==> src/rtl/pixel_shift_sequencer.sv <==
// Four-position pixel-shift capture controller: steps the actuator through
// (0,0),(1,0),(0,1),(1,1), triggers one frame per position and emits
// interleaved high-resolution buffer writes at (2x+dx, 2y+dy).
module pixel_shift_sequencer #(
  parameter int unsigned INPUT_WIDTH   = 720,
  parameter int unsigned INPUT_HEIGHT  = 480,
  parameter int unsigned SETTLE_CYCLES = 1024,
  parameter int unsigned ACK_TIMEOUT   = 65535
) (
  input  logic        clock,
  input  logic        reset_n,
  input  logic        start,
  input  logic        abort,
  output logic        shift_req,
  output logic        shift_x,
  output logic        shift_y,
  input  logic        shift_ack,
  output logic        capture_req,
  input  logic        pix_valid,
  input  logic [11:0] pix_data,
  output logic        wr_en,
  output logic [10:0] wr_x,
  output logic [9:0]  wr_y,
  output logic [11:0] wr_data,
  output logic [1:0]  color_phase,
  output logic        busy,
  output logic        done,
  output logic        error
);

  localparam int unsigned XW      = 10;
  localparam int unsigned YW      = 9;
  localparam int unsigned PW      = 2;
  localparam int unsigned CNT_MAX = (ACK_TIMEOUT > SETTLE_CYCLES) ? ACK_TIMEOUT : SETTLE_CYCLES;
  localparam int unsigned CW      = $clog2(CNT_MAX + 1);

  typedef enum logic [2:0] {
    S_IDLE, S_MOVE, S_SETTLE, S_CAPTURE, S_NEXT, S_ERROR
  } state_t;

  state_t          state, next_state;
  logic [CW-1:0]   cnt;
  logic [XW-1:0]   x;
  logic [YW-1:0]   y;
  logic [PW-1:0]   phase;
  logic            accept, last_pix, restart, x_last, y_last;
  logic            shift_req_d, capture_req_d, busy_d, error_d, done_d, wr_en_d;

  assign x_last   = (x == XW'(INPUT_WIDTH - 1));
  assign y_last   = (y == YW'(INPUT_HEIGHT - 1));
  assign last_pix = x_last && y_last;
  assign accept   = (state == S_CAPTURE) && pix_valid && !abort;
  assign restart  = start && ((state == S_IDLE) || (state == S_ERROR));

  assign color_phase = phase;
  assign shift_x     = phase[0];
  assign shift_y     = phase[1];

  // State register
  always_ff @(posedge clock or negedge reset_n) begin
    if (!reset_n) state <= S_IDLE;
    else          state <= next_state;
  end

  // Next-state decode; abort overrides everything
  always_comb begin
    next_state = state;
    if (abort) begin
      next_state = S_IDLE;
    end else begin
      case (state)
        S_IDLE:    if (start) next_state = S_MOVE;
        S_MOVE: begin
          if (shift_ack)                         next_state = S_SETTLE;
          else if (cnt == CW'(ACK_TIMEOUT - 1))  next_state = S_ERROR;
        end
        S_SETTLE:  if (cnt == CW'(SETTLE_CYCLES - 1)) next_state = S_CAPTURE;
        S_CAPTURE: if (accept && last_pix) next_state = S_NEXT;
        S_NEXT:    next_state = (phase == PW'(3)) ? S_IDLE : S_MOVE;
        S_ERROR:   if (start) next_state = S_MOVE;
        default:   next_state = S_IDLE;
      endcase
    end
  end

  // Output decode from the upcoming state so every strobe is registered
  always_comb begin
    shift_req_d   = 1'b0;
    capture_req_d = 1'b0;
    busy_d        = 1'b0;
    error_d       = 1'b0;
    done_d        = 1'b0;
    wr_en_d       = 1'b0;
    shift_req_d   = (next_state == S_MOVE);
    capture_req_d = (next_state == S_CAPTURE) && (state != S_CAPTURE);
    busy_d        = !((next_state == S_IDLE) || (next_state == S_ERROR));
    error_d       = (next_state == S_ERROR);
    done_d        = (state == S_NEXT) && (phase == PW'(3)) && !abort;
    wr_en_d       = accept;
  end

  // Output registers and buffer write port
  always_ff @(posedge clock or negedge reset_n) begin
    if (!reset_n) begin
      shift_req   <= 1'b0;
      capture_req <= 1'b0;
      busy        <= 1'b0;
      error       <= 1'b0;
      done        <= 1'b0;
      wr_en       <= 1'b0;
      wr_x        <= '0;
      wr_y        <= '0;
      wr_data     <= '0;
    end else begin
      shift_req   <= shift_req_d;
      capture_req <= capture_req_d;
      busy        <= busy_d;
      error       <= error_d;
      done        <= done_d;
      wr_en       <= wr_en_d;
      if (accept) begin
        wr_x    <= {x, phase[0]};
        wr_y    <= {y, phase[1]};
        wr_data <= pix_data;
      end
    end
  end

  // Wait counter, pixel counters and phase
  always_ff @(posedge clock or negedge reset_n) begin
    if (!reset_n) begin
      cnt   <= '0;
      x     <= '0;
      y     <= '0;
      phase <= '0;
    end else if (abort) begin
      cnt   <= '0;
      x     <= '0;
      y     <= '0;
      phase <= '0;
    end else begin
      if (next_state != state)
        cnt <= '0;
      else if ((state == S_MOVE) || (state == S_SETTLE))
        cnt <= cnt + CW'(1);

      if (restart) begin
        x     <= '0;
        y     <= '0;
        phase <= '0;
      end else begin
        if (accept) begin
          if (x_last) begin
            x <= '0;
            y <= y_last ? '0 : y + YW'(1);
          end else begin
            x <= x + XW'(1);
          end
        end
        if ((state == S_NEXT) && (phase != PW'(3)))
          phase <= phase + PW'(1);
      end
    end
  end

endmodule
==> config.mk <==
export PLATFORM = sky130hd
export DESIGN_NAME = pixel_shift_sequencer
export DESIGN_NICKNAME = d
export VERILOG_FILES = /design/src/rtl/pixel_shift_sequencer.sv
export SDC_FILE = /design/constraint.sdc
export NUM_CORES = 1
export LEC_CHECK = 0
export ABC_AREA = 0
export BUFFER_PORTS_ARGS = -buffer_cell sky130_fd_sc_hd__buf_2
export CAP_MARGIN = 25
export CORE_MARGIN = 4
export CORE_UTILIZATION = 40
export CTS_CLUSTER_SIZE = 30
export DETAILED_ROUTE_END_ITERATION = 10
export SLEW_MARGIN = 40
export SYNTH_ARGS = -nofsm -noshare
export SYNTH_HDL_FRONTEND = slang
export SYNTH_SLANG_ARGS = --single-unit
==> constraint.sdc <==
create_clock -name clock -period 2.55 [get_ports clock]
set_input_delay 0.3825 -clock clock [delete_from_list [all_inputs] [get_ports clock]]
set_output_delay 0.3825 -clock clock [all_outputs]
set_load 0.05 [all_outputs]
==> out/qor.yml, run 1 <==
clocking:
  cts_buffer_depth: 2
  cts-htree-levels: 3
  cts_hold_buf: 0
  clk_latency_ps: 350
  cts_tree: "built"
  post_cts_resize_count: 0
  post-cts-setup-buffer-count: 0
  cts.sinks: 79
  clk_pin_slew_ps: 80
  numCtsBuffers: 9
  cts-root-buf: "clkbuf_8"
route:
  route.met3.wl_um: 379
  met2_wirelength_um: 3537
  wl_met1_um: 3955
  top_layer: "met4"
  ant_nets: 0
  drt-total-wl_um: 7946
  drt_first_pass_iters: 4
  routedWlPerCell_um: 13.61
  drc: 0
  drt_iter0_markers: 110
  vias_per_cell: 5.057
  via_count: 2953
place:
  dp_hpwl_um: 5573
  place_ws_ps: 402.1
  gp_congestion: 0.8378
  port_buffers: 60
  placed_cell_area_mm2: 0.004180
cells_and_area:
  drive_gt1_share_pct: 20.72
  finish.utilization_pct: 47.88
  antenna_cells: 0
  nets: 491
  final_area_mm2: 0.004403
  syn_to_final_growth_pct: 17.18
pwr:
  combPwrFrac_pct: 13.8
  p_clk_share_pct: 37.4
  seq_power_share_pct: 48.8
  switchingPower_w: 0.0007583
  p_leak_nw: 2.255
  ir_drop_mv: 0.2371
  switching_share_pct: 27.75
  powerDensity_mw_per_mm2: 620.7
  p_int_w: 0.001975
critical_path:
  rr_worst_depth: 6
  startpoint_type: "register"
  cp-endpoint: "cnt[10]"
  crit_fanout: 10
  worst_ep_arrival_time_ps: 2380
  r2r_start: "x[4]"
  rrSetupSlack_ps: 400
  reg2reg_to: "cnt[10]"
  setup.worst_path.start: "x[4]"
  end_kind: "register"
  crit_type: "reg -> reg"
  cp.required_ps: 2790
floorplan:
  die_h_um: 104.9
  ios: 61
  initial_core_util_pct: 40.86
  die_w_um: 104.9
  rows: 35
  fp.coreArea_mm2: 0.009196
  dieArea_mm2: 0.01101
sta:
  maxClockFrequency_mhz: 465.9
  slew_viol_final: 0
  finClkSkew_ps: 11.08
  worst-slew-pin-transition_ps: 526.1
  rsz0062_at_grt: "no"
  finalCriticalPeriod_ps: 2147
  timing.final.hold_violations: 0
  setup_viol: 0
  min_period_over_period_pct: 84.18
  relSlewSlack_pct: 64.93
  worst_slack_ps: 403.4
  setup_tns_ps: 0
synthesis:
  synthCells: 404
  synth_compound_area_share_pct: 5.395
  synth_top_area_share_pct: 52.61
  synth-seq-cells: 79
  synthTopCellsByArea: "dfrtp_1 (53%), nand2_1 (11%), nor2_1 (4.6%)"
  yosys.area.top_type: "dfrtp_1"
  yosysWarningCount: 0
  postSynth.topFlopCell: "dfrtp_1"
  synth_xor_area_share_pct: 5.828
  synthAdderAreaFrac_pct: 1.665
  synth_cell_types: 53
  synth.area.mux_share_pct: 0.7992
  synthesis.area_mm2: 0.003757
  synthTopCellsByCount: "nand2_1 (115), dfrtp_1 (79), nor2_1 (46), xor2_1 (13)"
  synth.most_common_cell: "nand2_1"
  syn-num-nets: 427
  synth_edf_count: 0
  ys_seq_area_share_pct: 52.61
  syn_avg_cell_area_um2: 9.300
  synth-simple-area-share_pct: 29.87
  synth_top_family_by_area: "simple AND/OR/NAND/NOR gates"
  async_reset_ff_share_pct: 100.0
hold_path:
  worstHoldPathType: "in -> async"
run_status:
  status: "completed"
global_route:
  track_usage_pct: 14.97
  grt_pass1_wl_um: 13580
  grt_max_degree: 80
  gr-total-overflow: 0
  antenna_found_initial: 0
  grt_pass1_vias: 2869
run:
  cap_violations: 0
-- kinds of logic (layout without fill, tap and decap cells) --
group | count (synthesis) | in the layout
AO/OA/AOI/OAI | 30 | 30
XOR/XNOR | 25 | 25
adder cells (fa/ha/maj) | 5 | 5
flip-flops | 79 | 79
multiplexers | 3 | 3
buffers and inverters | 25 | 94
AND/OR/NAND/NOR | 237 | 237
-- flip-flops by register name, summed over array words and instances (netlist names) --
signal       flops
busy             1
capture_req      1
cnt             16
color_phase      2
done             1
error            1
shift_req        1
state            3
wr_data         12
wr_en            1
wr_x            11
wr_y            10
x               10
y                9
-- power by group through the flow --
stage | Clock, W | Sequential (W) | Combinational [W]
finish | 0.00102 | 0.00133 | 0.000377
global route | 0.00110 | 0.00134 | 0.000407
CTS | 0.00106 | 0.00133 | 0.000382
detailed placement | 0 | 0.00136 | 0.000381
global placement | 0 | 0.00136 | 0.000378
floorplan | 0 | 0.00151 | 0.000109
-- critical path, cell delays in order (launching register included) --
cell	delay [ps]
dfrtp_1	420
or4b_4	580
nor3_1	400
nand3_1	210
nand4b_1	170
buf_4	190
nor2_1	60
-- worst min path at each step --
stage               endpoint  slack (ps)  cells after the start
finish               wr_x[3]          50                      2
global route         wr_y[8]          90                      2
CTS                  wr_y[8]          60                      2
detailed placement   wr_x[3]         440                      2
global placement     wr_x[3]         440                      2
floorplan               busy          90                      0
-- layout make-up --
class,count,area (um^2)
well taps,111,138.9
flip-flops and latches,79,1977
inverters,6,22.52
clock buffers,11,141.4
multi-input cells,300,1637
fillers,919,4793
repair buffers,72,405.4
clock inverters,5,81.33
-- cells in the final DEF (no fill, tap or decap), types with 2 or more instances in the layout --
cell type and instances:
or4_1 2, nor3b_1 2, mux2i_1 3, a21oi_1 7, a21o_1 2, xnor2_1 12, nand2b_1 4, and3_1 7
nand3_1 10, nor3_1 8, nand2_1 115, nor2_1 46, or2b_2 2, nand4_1 10, nor4_1 3, nor2b_1 5
o21ai_0 8, buf_2 59, bufinv_16 2, nand3b_1 3, xor2_1 13, dfrtp_1 79, buf_4 12, nor4b_1 2
o31ai_1 2, and4_1 2, clkbuf_8 10, inv_1 5, o2111ai_1 2, nand4b_1 3, ha_1 5, or3_1 2
o211ai_1 2
-- metal layers --
| layer | GRT usage (%) | up-vias |
|---|---|---|
| li1 | - | 1466 |
| met5 | 0 | - |
| met4 | 5.717 | 0 |
| met2 | 23.56 | 69 |
| met3 | 3.150 | 6 |
| met1 | 20.31 | 1412 |
-- metrics by stage --
stage	hold WS [ps]	instances	power, W
after floorplan	86.91	404	0.001615
after global placement	444.5	568	0.001735
after detailed placement	444.0	568	0.001740
after CTS	60.75	584	0.002775
after global routing	87.63	584	0.002852
final	53.04	584	0.002733
Note: power is estimated with default switching activity, not from simulation.
==> run 2: changes to the inputs <==
Clock period 2.55 ns to 2 ns, I/O delays scaled along.
==> out/qor.yml, run 2 (synthesized netlist as in run 1, its figures left out) <==
cells_and_area:
  layout_common_cells: "nand2_1 (115), dfrtp_1 (76), buf_2 (59), nor2_1 (45), buf_4 (29)"  # was nand2_1 (115), dfrtp_1 (79), buf_2 (59), nor2_1 (46), xor2_1 (13)
  drive_gt1_share_pct: 24.69  # was 20.72%
  largest_reg_flops: 16  # unchanged
  seq_area_mm2: 0.001981  # was 0.001977 mm^2
  fin_cells: 601  # was 584
  nFillCells: 877  # was 919
  final_common_cell: "nand2_1"  # unchanged
  top_register: "cnt"  # unchanged
  antenna_cells: 0  # unchanged
  final_area_mm2: 0.004551  # was 0.004403 mm^2
  nets: 509  # was 491
  multi_input_area_mm2: 0.001655  # was 0.001637 mm^2
  syn_to_final_growth_pct: 21.11  # was 17.18%
  largest_registers: "cnt (16), wr_data (12), wr_x (11)"  # unchanged
clocking:
  clk_latency_ps: 350  # about the same
  cts-root-buf: "clkbuf_8"  # unchanged
  cts.sinks: 79  # unchanged
  cts_tree: "built"  # unchanged
  cts-htree-levels: 3  # unchanged
  numCtsBuffers: 9  # unchanged
  cts_buffer_depth: 2  # unchanged
  clk_pin_slew_ps: 80  # about the same
pwr:
  p_int_w: 0.002492  # was 0.001975 W
  switchingPower_w: 0.0009755  # was 0.0007583 W
  p_clk_share_pct: 36.5  # was 37.4%
  ir_drop_mv: 0.3602  # was 0.2371 mV
  combPwrFrac_pct: 14.5  # was 13.8%
  switching_share_pct: 28.14  # was 27.75%
  powerDensity_mw_per_mm2: 761.9  # was 620.7 mW/mm^2
  seq_power_share_pct: 49.0  # was 48.8%
  p_leak_nw: 2.358  # was 2.255 nW
place:
  port_buffers: 60  # unchanged
  placed_cell_area_mm2: 0.004305  # was 0.004180 mm^2
  dp_hpwl_um: 5868  # was 5573 um
  dpl.cell_count: 584  # was 568
  gp_congestion: 0.8235  # was 0.8378
critical_path:
  rr_worst_depth: 6  # unchanged
  crit_type: "reg -> reg"  # unchanged
  reg2reg_to: "cnt[1]"  # was cnt[10]
  worst_ep_arrival_time_ps: 2150  # was 2380 ps
  startpoint_type: "register"  # unchanged
  cp-endpoint: "cnt[1]"  # was cnt[10]
  crit_fanout: 6  # was 10
  rrSetupSlack_ps: 110  # was 400 ps
  setup.worst_path.start: "state[1]"  # was x[4]
  cp.required_ps: 2260  # was 2790 ps
  end_kind: "register"  # unchanged
  r2r_start: "state[1]"  # was x[4]
global_route:
  antenna_found_initial: 0  # unchanged
  grt_max_degree: 42  # was 80
  grt_pass1_vias: 2928  # was 2869
  gr-total-overflow: 0  # unchanged
  grt_pass1_wl_um: 14080  # was 13580 um
  track_usage_pct: 15.61  # was 14.97%
sta:
  rsz0062_at_grt: "yes"  # was no
  finalCriticalPeriod_ps: 1890  # was 2147 ps
  slew_viol_final: 0  # unchanged
  finClkSkew_ps: 10.62  # was 11.08 ps
  setup_viol: 0  # unchanged
  timing.final.hold_violations: 0  # unchanged
  maxClockFrequency_mhz: 529.0  # was 465.9 MHz
  min_period_over_period_pct: 94.52  # was 84.18%
  relSlewSlack_pct: 66.81  # was 64.93%
  worst-slew-pin-transition_ps: 497.9  # was 526.1 ps
  setup_tns_ps: 0  # unchanged
route:
  drc: 0  # unchanged
  routedWlPerCell_um: 13.41  # was 13.61 um
  ant_nets: 0  # unchanged
  drt-total-wl_um: 8062  # was 7946 um
  drt_first_pass_iters: 4  # unchanged
  via_count: 3040  # was 2953
  vias_per_cell: 5.058  # was 5.057
  drt_iter0_markers: 146  # was 110
hold_path:
  hold_path_depth: 3
  worstHoldPathType: "in -> reg"  # was in -> async
  worstHoldStart: "pix_data[8]"
floorplan:
  ios: 61  # unchanged
  rows: 35  # unchanged
  dieArea_mm2: 0.01101  # unchanged
  die_w_um: 104.9  # unchanged
  fp.coreArea_mm2: 0.009196  # unchanged
  initial_core_util_pct: 40.86  # unchanged
  die_h_um: 104.9  # unchanged
run_status:
  status: "completed"  # unchanged
run:
  cap_violations: 0  # unchanged
==> run 2: critical path, stage by stage (launching register included) <==
cell      delay [ps]
dfrtp_2          440
nand2b_1         180
or3b_2           500
a31oi_1          150
nand4b_1         150
buf_4            190
a211oi_1         180
==> run 2: metrics by stage <==
step | power (W) | util [%] | setup slack [ps] | hold slack, ps
global route | 0.003647 | 49.48 | -13.87 | 121.2
global placement | 0.002229 | 46.82 | 106.5 | 307.3
detailed placement | 0.002236 | 46.82 | 65.77 | 309.3
CTS | 0.003519 | 49.21 | 52.04 | 116.9
floorplan | 0.002059 | - | 19.41 | 4.409
finish | 0.003467 | 49.48 | 109.6 | 135.5
==> run 2: repair_timing <==
item                                   4_1_cts  5_1_grt
buffers inserted                             0        1
hold buffers                                 1        0
gates resized for setup                      0        7
setup endpoints to repair                    0       25
endpoints found under the hold margin       38        0
==> run 2: worst min-delay path by stage <==
stage	endpoint	slack [ps]
finish	wr_data[8]	140
global route	wr_data[11]	120
CTS	wr_data[8]	120
detailed placement	wr_x[5]	310
global placement	wr_x[5]	310
floorplan	busy	4
==> run 2: power by group through the flow <==
stage                     Sequential (W)  Combinational, W  Clock (W)
after floorplan                  0.00192          0.000138          0
after CTS                        0.00170          0.000508    0.00131
after global placement           0.00173          0.000502          0
after detailed placement         0.00173          0.000505          0
final                            0.00170          0.000504    0.00126
after global routing             0.00171          0.000549    0.00139
==> run 2: final cells by class <==
type	instances	share of cell area, %
Multi-Input combinational cell	300	36.38
Tap cell	111	3.052
Clock inverter	6	1.897
Sequential cell	79	43.52
Inverter	6	0.4949
Clock buffer	9	2.722
Timing Repair Buffer	90	11.93
==> run 2: routing by layer <==
layer	vias to the layer above	wire [um]	global-route usage [%]
met3	11	417	3.644
li1	1513	-	-
met1	1441	3938	21.74
met4	0	133	5.811
met2	75	3573	23.74
met5	-	0	0
